File: src/rtl/clock_time_uart_tx.sv
// Serialises the BCD 12-hour time as "HH:MM:SS AM\r\n" (13 chars) on a UART TX line.
// Define CLK_TX_PARITY_EN for an even parity bit after the data bits (8E1); default is 8N1.
module clock_time_uart_tx #(
  parameter int CLKS_PER_BIT = 868
) (
  input  logic       clk,
  input  logic       reset,
  input  logic       send,
  input  logic       pm,
  input  logic [7:0] hh,
  input  logic [7:0] mm,
  input  logic [7:0] ss,
  output logic       txd,
  output logic       busy,
  output logic       done,
  output logic       overrun
);
  typedef enum logic [2:0] {IDLE, START, DATA, PARITY, STOP} state_t;

  localparam logic [15:0] BIT_LAST  = 16'(CLKS_PER_BIT - 1);
  localparam logic [3:0]  CHAR_LAST = 4'd12;

  state_t      state_reg, state_next;
  logic [15:0] cnt_reg;
  logic [2:0]  bit_reg;
  logic [3:0]  char_reg;
  logic        pm_reg;
  logic [23:0] time_reg;
  logic        fin_reg;
  logic        txd_reg, busy_reg, done_reg, overrun_reg;
  logic        txd_next, busy_next, done_next, overrun_next;
  logic        bit_end, accept;
  logic [7:0]  digit_ascii [6];
  logic [7:0]  char_cur;

  assign bit_end = (cnt_reg == BIT_LAST);
  // fin_reg/done_reg hold off a new request until the cycle after the done pulse
  assign accept  = send && (state_reg == IDLE) && !fin_reg && !done_reg;

  genvar gi;
  generate
    for (gi = 0; gi < 6; gi++) begin : g_digit
      logic [3:0] nib;
      assign nib = time_reg[23 - 4*gi -: 4];
      assign digit_ascii[gi] = (nib > 4'd9) ? 8'h3F : (8'h30 + {4'h0, nib});
    end
  endgenerate

  always_comb begin
    char_cur = 8'h0A;
    case (char_reg)
      4'd0:    char_cur = digit_ascii[0];
      4'd1:    char_cur = digit_ascii[1];
      4'd2:    char_cur = 8'h3A;
      4'd3:    char_cur = digit_ascii[2];
      4'd4:    char_cur = digit_ascii[3];
      4'd5:    char_cur = 8'h3A;
      4'd6:    char_cur = digit_ascii[4];
      4'd7:    char_cur = digit_ascii[5];
      4'd8:    char_cur = 8'h20;
      4'd9:    char_cur = pm_reg ? 8'h50 : 8'h41;
      4'd10:   char_cur = 8'h4D;
      4'd11:   char_cur = 8'h0D;
      default: char_cur = 8'h0A;
    endcase
  end

  always_ff @(posedge clk) begin
    if (reset) state_reg <= IDLE;
    else       state_reg <= state_next;
  end

  always_comb begin
    state_next = state_reg;
    case (state_reg)
      IDLE:   if (accept) state_next = START;
      START:  if (bit_end) state_next = DATA;
      DATA:
        if (bit_end && bit_reg == 3'd7) begin
`ifdef CLK_TX_PARITY_EN
          state_next = PARITY;
`else
          state_next = STOP;
`endif
        end
      PARITY: if (bit_end) state_next = STOP;
      STOP:   if (bit_end) state_next = (char_reg < CHAR_LAST) ? START : IDLE;
      default: state_next = IDLE;
    endcase
  end

  always_comb begin
    txd_next     = 1'b1;
    busy_next    = (state_reg != IDLE);
    done_next    = fin_reg;
    overrun_next = send && !accept;
    case (state_reg)
      START:   txd_next = 1'b0;
      DATA:    txd_next = char_cur[bit_reg];
      PARITY:  txd_next = ^char_cur;
      default: txd_next = 1'b1;
    endcase
  end

  always_ff @(posedge clk) begin
    if (reset) begin
      cnt_reg  <= '0;
      bit_reg  <= '0;
      char_reg <= '0;
      pm_reg   <= 1'b0;
      time_reg <= '0;
      fin_reg  <= 1'b0;
    end else begin
      fin_reg <= 1'b0;
      if (accept) begin
        pm_reg   <= pm;
        time_reg <= {hh, mm, ss};
        cnt_reg  <= '0;
        bit_reg  <= '0;
        char_reg <= '0;
      end else if (state_reg != IDLE) begin
        if (bit_end) begin
          cnt_reg <= '0;
          if (state_reg == DATA) bit_reg <= bit_reg + 3'd1;
          if (state_reg == STOP) begin
            if (char_reg < CHAR_LAST) begin
              char_reg <= char_reg + 4'd1;
            end else begin
              char_reg <= '0;
              fin_reg  <= 1'b1;
            end
          end
        end else begin
          cnt_reg <= cnt_reg + 16'd1;
        end
      end
    end
  end

  // Outputs are re-registered so every bit appears one edge after the state that produced it
  always_ff @(posedge clk) begin
    if (reset) begin
      txd_reg     <= 1'b1;
      busy_reg    <= 1'b0;
      done_reg    <= 1'b0;
      overrun_reg <= 1'b0;
    end else begin
      txd_reg     <= txd_next;
      busy_reg    <= busy_next;
      done_reg    <= done_next;
      overrun_reg <= overrun_next;
    end
  end

  assign txd     = txd_reg;
  assign busy    = busy_reg;
  assign done    = done_reg;
  assign overrun = overrun_reg;

endmodule

File: config.mk
export PLATFORM = sky130hd
export DESIGN_NAME = clock_time_uart_tx
export DESIGN_NICKNAME = d
export VERILOG_FILES = /design/src/rtl/clock_time_uart_tx.sv
export SDC_FILE = /design/constraint.sdc
export NUM_CORES = 1
export LEC_CHECK = 0
export CAP_MARGIN = 20
export CORE_MARGIN = 3
export CORE_UTILIZATION = 50
export DETAILED_ROUTE_END_ITERATION = 8
export GPL_TIMING_DRIVEN = 0
export PLACE_DENSITY = 0.72
export SKIP_LAST_GASP = 1
export SLEW_MARGIN = 20
export SYNTH_ARGS = -nofsm -noshare
export SYNTH_HDL_FRONTEND = slang
export SYNTH_SLANG_ARGS = --single-unit
File: constraint.sdc
create_clock -name clk -period 2.87 [get_ports clk]
set_input_delay 0.574 -clock clk [delete_from_list [all_inputs] [get_ports clk]]
set_output_delay 0.574 -clock clk [all_outputs]
set_load 0.05 [all_outputs]
==> run summary, run 1 <==
Status = completed
Routed vias = 2,553
Slew HR = 62.4%
First-pass GRT wire length = 11,100 um
R2r endpoint = txd$_SDFF_PP1_
Final setup viols = 0
Type of the worst setup path = reg -> reg
Number of synthesized flops with an enable pin = 0
Worst-skew pair later-pin latency = 0.31 ns
Leakage power = 1.16 nW
Remaining DRCs = 0
Pin count of the biggest net entering global routing = 20
Slew of the pin with the lowest slew margin = 0.561 ns
Flop2flop setup slack = 0.23 ns
Largest register FFs = 24
Floorplan core area = 5270 um^2
Post-cts resize count = 0
Max-cap check violation count = 0
HP Start = time_reg[0]$_SDFFE_PP0P_
ANT nets after route = 0
CTS tree = built
Most used DFF post-synth = dfxtp_1
Min Hold Slack = 0.459 ns
Fin. Hold Viols = 0
Number of diodes = 0
Hold Crit Depth = 2
Synthesis-to-finish area growth = 17.1%
Period minus WS final = 2.64 ns
Worst setup EP type = flip-flop
CP required = 3.11 ns
Fillers = 504
Post-route clock period utilization = 91.9%
# Post-CTS Setup Buffers = 0
Cell Area, Synth = 2810 um^2
Area of the die = 6560 um^2
Clk slew on worst S/H paths = 0.11 ns
Worst R2R Path Depth = 9
Die height = 81.0 um
Core Rows = 26
Critical path arrival = 2.88 ns
Final slew viol count = 0
Final RePlAce weighted congestion = 0.905
Crit start category = flip-flop
DP Wirelength = 4870 um
Num CTS Buffers = 5
Yosys cell types = 51
Syn nets = 399
Yosys top cell area share = 39.9%
Maximum clock path buffer count = 2
Crit Path Max Fanout = 10
Top-level I/O count = 32
Die Wd = 81.0 um
VDD IR max = 0.294 mV
Initial DRC count = 157
Root Driver = clkbuf_8
PD cells = 442 nW/um^2
Number of iterations in the first detailed-routing pass = 4
Fin Clk Skew = 0.0123 ns
Setup tns final = 0 ns
Initial core utilization = 53.3%
Final net count = 436
Initial antenna violation count = 0
Largest area contributor in the netlist = dfxtp_1
WL/cell = 13.8 um
Cells after synthesis = 364
Fin cells = 472
Reg2Reg Launch Point = char_reg[0]$_SDFFE_PP0P_
DRT Wirelength = 6530 um
Number of instances in the placed design = 464
Min-Delay Endpoint = time_reg[0]$_SDFFE_PP0P_
Vias per cell = 5.41
Sequential area share after synthesis = 39.9%
Synth warnings = 0
TritonCTS Sinks = 56
Largest cells by area after synthesis = dfxtp_1 (40%), nand2_1 (9.2%), a21oi_1 (8.2%)
Total power = 1.46 mW
Asr flop ratio synth = 0%
# port buffers = 30
RSZ-0062 raised after global routing = no
Post-synth top cells = nand2_1 (69), dfxtp_1 (56), a21oi_1 (46)
Layout cell share with drive strength beyond 1 = 4.48%
Worst min path class = reg -> reg
Synthesis-stage register bit count = 56
Count leader, synth = nand2_1
Gr ovfl total = 0
Number of hold buffers added after cts = 0
Mean Syn Cell Area = 7.72 um^2
Fmax = 379 MHz
Total GRT Usage = 21.4%
Vias in the first global route = 2,382
Htree depth = 2
[cell families after synthesis]
group                      share of synthesized area [%]
and+or+nand+nor                                     26.4
AOI/OAI and AO/OA                                   20.0
DFF                                                 39.9
buffers and inverters                               4.36
xor gates and xnor gates                            4.36
adders and majority gates                           3.12
muxes                                               1.83
[metal layers]
layer  wire length, um  track usage (%)  up-vias
li1                  -                -     1342
met1              3270             29.9     1159
met2              2950             34.2       46
met3               231             3.66        6
met4                74             5.24        0
met5                 0                0        -
[stage by stage]
step	utilization [%]	instance area, um^2	setup WS (ns)
6_report	62.5	3290	0.232
3_5_place_dp	60.7	3200	0.269
3_3_place_gp	60.7	3200	0.278
2_1_floorplan	-	2810	0.761
5_1_grt	62.5	3290	0.00673
4_1_cts	62.5	3290	0.265
[worst max path at each step]
stage / startpoint / endpoint / slack, ns / cells after the start
2_1_floorplan: char_reg[0]$_SDFFE_PP0P_ / txd$_SDFF_PP1_ / 0.76 / 10
3_3_place_gp: send / cnt_reg[9]$_SDFFE_PP0N_ / 0.28 / 7
3_5_place_dp: send / cnt_reg[6]$_SDFFE_PP0N_ / 0.27 / 7
4_1_cts: char_reg[0]$_SDFFE_PP0P_ / txd$_SDFF_PP1_ / 0.26 / 9
5_1_grt: char_reg[0]$_SDFFE_PP0P_ / txd$_SDFF_PP1_ / 0.007 / 9
6_report: char_reg[0]$_SDFFE_PP0P_ / txd$_SDFF_PP1_ / 0.23 / 9
[layout by cell type, fill, tap and decap left out, drive strengths merged, types with 7 or more instances in the layout]
cell            n
dfxtp          56
inv            14
nand2b          7
nor3            8
nand2          69
a21oi          46
xor2            9
clkbuf         20
a31oi           7
nor2           29
ha              7
o21ai          17
clkdlybuf4s50  30
or3             7
[report_power, final]
group          switching [mW]  internal [mW]  total (mW)  leakage (nW)
clock                   0.275          0.179       0.454        0.0452
sequential             0.0232          0.805       0.828         0.456
combinational          0.0951         0.0791       0.174         0.655
[critical path: stages (launching register included)]
cell and delay (ns):
dfxtp_1 0.35, inv_1 0.14, ha_1 0.16, clkbuf_1 0.36, inv_1 0.19, a2111o_1 0.38
o2111a_1 0.16, a2111oi_0 0.49, o31ai_1 0.15, a31oi_1 0.18
[cell type report]
type / count / area [um^2] / share of cell area, %
plain buffers: 19 / 77.6 / 2.36
clock buffers: 5 / 68.8 / 2.09
clock inverters: 3 / 25.0 / 0.760
inverters: 12 / 45.0 / 1.37
multi-input cells: 277 / 1570 / 47.6
flip-flops and latches: 56 / 1120 / 34.1
well taps: 70 / 87.6 / 2.66
repair buffers: 30 / 300 / 9.12
Note: power is estimated with default switching activity, not from simulation.
==> inputs of run 2 (changes only) <==
Settings changed: CAP_MARGIN 20 to unset, CTS_BUF_LIST set to sky130_fd_sc_hd__clkbuf_4 sky130_fd_sc_hd__clkbuf_8.
==> results of run 2 <==
The final DEF is identical to that of run 1; final timing and power are the same.
==> inputs of run 3 (changes only) <==
Settings changed: ABC_AREA set to 1, HOLD_SLACK_MARGIN set to 0.02.
==> run 3 against run 2 <==
Sequential cell count unchanged. Area after synthesis increased by 12%. Global-route usage decreased by 0.30 points. Clock skew increased by 0.0012 ns. Largest power group unchanged. Clock power decreased by 3%. Sequential share of layout area decreased by 3.3 points. Total power increased by 66%. Sequential power increased by 26%. Critical endpoint is now cnt_reg[6]$_SDFFE_PP0N_. Synthesized cell count increased by 34%. Non-clock buffer count decreased by 8.
==> run summary, run 3 <==
Layout cell share with drive strength beyond 1 = 5.89% (was 4.48%)
Largest cells by area after synthesis = dfxtp_1 (35%), nand2_1 (12%), nor2_1 (8.8%) (was dfxtp_1 (40%), nand2_1 (9.2%), a21oi_1 (8.2%))
Count leader, synth = nand2_1 (unchanged)
Root Driver = clkbuf_8 (unchanged)
Min-Delay Endpoint = done$_SDFF_PP0_ (was time_reg[0]$_SDFFE_PP0P_)
WL/cell = 12.3 um (was 13.8 um)
Number of hold buffers added after cts = 0 (unchanged)
Number of synthesized flops with an enable pin = 0 (unchanged)
Synthesis-stage register bit count = 56 (unchanged)
Reg2Reg Launch Point = char_reg[0]$_SDFFE_PP0P_ (unchanged)
Flop2flop setup slack = 0.80 ns (was 0.23 ns)
Initial core utilization = 52.4% (was 53.3%)
Setup tns final = 0 ns (unchanged)
Most frequent cells in the layout = nand2_1 (99), nor2_1 (74), inv_1 (64) (was nand2_1 (69), dfxtp_1 (56), a21oi_1 (46))
Cell Area, Synth = 3160 um^2 (was 2810 um^2)
Yosys top cell area share = 35.5% (was 39.9%)
Vias per cell = 5.23 (was 5.41)
Type of the worst setup path = in -> reg (was reg -> reg)
DRT Wirelength = 7370 um (was 6530 um)
Area of the multi-input gates = 1730 um^2 (was 1570 um^2)
Initial antenna violation count = 0 (unchanged)
Sequential area share after synthesis = 35.5% (was 39.9%)
Critical path arrival = 2.36 ns (was 2.88 ns)
Largest register FFs = 24 (unchanged)
Clk slew on worst S/H paths = 0.11 ns (about the same)
Post-synth top cells = nand2_1 (99), nor2_1 (74), inv_1 (64) (was nand2_1 (69), dfxtp_1 (56), a21oi_1 (46))
Number of iterations in the first detailed-routing pass = 4 (unchanged)
Max-cap check violation count = 0 (unchanged)
R2r endpoint = txd$_SDFF_PP1_ (unchanged)
Final setup viols = 0 (unchanged)
First-pass GRT wire length = 12,700 um (was 11,100 um)
Pin count of the biggest net entering global routing = 18 (was 20)
Largest area contributor in the netlist = dfxtp_1 (unchanged)
Initial DRC count = 217 (was 157)
Worst-skew pair later-pin latency = 0.32 ns (was 0.31 ns)
Most common cell after layout, fill and taps aside = nand2_1 (unchanged)
# port buffers = 31 (was 30)
Post-route clock period utilization = 75.2% (was 91.9%)
Crit Path Max Fanout = 9 (was 10)
Number of diodes = 0 (unchanged)
Final RePlAce weighted congestion = 0.974 (was 0.905)
Synthesis-to-finish area growth = 15.5% (was 17.1%)
Fin cells = 601 (was 472)
Worst min path class = reg -> reg (unchanged)
Leakage power = 1.63 nW (was 1.16 nW)
Final net count = 561 (was 436)
Slew of the pin with the lowest slew margin = 0.515 ns (was 0.561 ns)
Worst setup EP type = flip-flop (unchanged)
Syn nets = 523 (was 399)
Top-level I/O count = 32 (unchanged)
Final instance area = 3650 um^2 (was 3290 um^2)
CP required = 3.07 ns (was 3.11 ns)
Status = completed (unchanged)
PD cells = 664 nW/um^2 (was 442 nW/um^2)
Synth warnings = 0 (unchanged)
Yosys cell types = 33 (was 51)
Final slew viol count = 0 (unchanged)
Worst R2R Path Depth = 14 (was 9)
Area after DPL = 3560 um^2 (was 3200 um^2)
CTS tree = built (unchanged)
Number of instances in the placed design = 594 (was 464)
Finished Core Util = 60.5% (was 62.5%)
Htree depth = 2 (unchanged)
# Post-CTS Setup Buffers = 0 (unchanged)
Die height = 85.5 um (was 81.0 um)
TritonCTS Sinks = 56 (unchanged)
Crit start category = input pin (was flip-flop)
Period minus WS final = 2.16 ns (was 2.64 ns)
Cells after synthesis = 488 (was 364)
Remaining DRCs = 0 (unchanged)
Fin Clk Skew = 0.0135 ns (was 0.0123 ns)
Maximum clock path buffer count = 2 (unchanged)
Asr flop ratio synth = 0% (unchanged)
Floorplan core area = 6030 um^2 (was 5270 um^2)
Vias in the first global route = 2,816 (was 2,382)
Hold Crit Depth = 2 (unchanged)
RSZ-0062 raised after global routing = no (unchanged)
Post-cts resize count = 0 (unchanged)
Fillers = 596 (was 504)
Slew HR = 65.7% (was 62.4%)
HP Start = done_next$_SDFF_PP0_ (was time_reg[0]$_SDFFE_PP0P_)
Gr ovfl total = 0 (unchanged)
Num CTS Buffers = 5 (unchanged)
Fmax = 463 MHz (was 379 MHz)
Fin. Hold Viols = 0 (unchanged)
Area of the die = 7310 um^2 (was 6560 um^2)
VDD IR max = 0.351 mV (was 0.294 mV)
ANT nets after route = 0 (unchanged)
DP Wirelength = 5730 um (was 4870 um)
Die Wd = 85.5 um (was 81.0 um)
Mean Syn Cell Area = 6.47 um^2 (was 7.72 um^2)
Core Rows = 28 (was 26)
Most used DFF post-synth = dfxtp_1 (unchanged)
Sequential Area = 1120 um^2 (unchanged)
Total GRT Usage = 21.1% (was 21.4%)
Routed vias = 3,141 (was 2,553)
-- run 3: cells by family after synthesis --
family | share of synthesized area, %
XOR/XNOR | 0.277
AND/OR/NAND/NOR | 34.8
AO/OA/AOI/OAI | 17.0
flip-flops | 35.5
adder cells (fa/ha/maj) | 2.77
buffers and inverters | 9.71
-- run 3: report_power, final --
group / internal [mW] / leakage (nW) / total (mW) / switching, mW
Sequential: 0.926 / 0.458 / 1.04 / 0.112
Clock: 0.171 / 0.0406 / 0.441 / 0.270
Combinational: 0.332 / 1.13 / 0.941 / 0.609
-- run 3: area by class of cell --
| type | instances | area share (%) |
|---|---|---|
| Sequential cell | 56 | 30.7 |
| Clock inverter | 2 | 0.446 |
| Buffer | 10 | 1.34 |
| Timing Repair Buffer | 31 | 8.51 |
| Clock buffer | 5 | 1.89 |
| Inverter | 68 | 7.07 |
| Multi-Input combinational cell | 354 | 47.4 |
| Tap cell | 75 | 2.57 |
-- run 3: worst max-delay path, cell delays in order --
cell             delay, ns
clkdlybuf4s50_1       0.45
inv_1                 0.05
nor3_1                0.22
nand2_1               0.16
inv_1                 0.20
nor2_2                0.09
nand2_1               0.28
inv_1                 0.17
o21ai_0               0.11
a21oi_1               0.05
-- run 3: worst max-delay path by stage --
stage / slack [ns] / end / start
after floorplan: 1.16 / txd$_SDFF_PP1_ / char_reg[0]$_SDFFE_PP0P_
after global placement: 0.41 / cnt_reg[6]$_SDFFE_PP0N_ / send
after detailed placement: 0.37 / cnt_reg[6]$_SDFFE_PP0N_ / send
final: 0.71 / cnt_reg[6]$_SDFFE_PP0N_ / send
after CTS: 0.69 / cnt_reg[6]$_SDFFE_PP0N_ / send
after global routing: 0.50 / txd$_SDFF_PP1_ / char_reg[0]$_SDFFE_PP0P_
-- run 3: through the flow --
step	total power, mW	hold WS [ns]	setup slack [ns]
2_1_floorplan	1.74	0.404	1.16
3_3_place_gp	1.97	0.416	0.406
3_5_place_dp	1.99	0.421	0.371
4_1_cts	2.43	0.440	0.695
5_1_grt	2.63	0.461	0.504
6_report	2.42	0.437	0.711
-- run 3: per-layer routing --
layer | global-route usage (%) | wire, um | vias to the layer above
met5 | 0 | 0 | -
met2 | 33.5 | 3230 | 59
li1 | - | - | 1665
met3 | 3.59 | 313 | 7
met4 | 5.76 | 113 | 0
met1 | 29.6 | 3710 | 1410
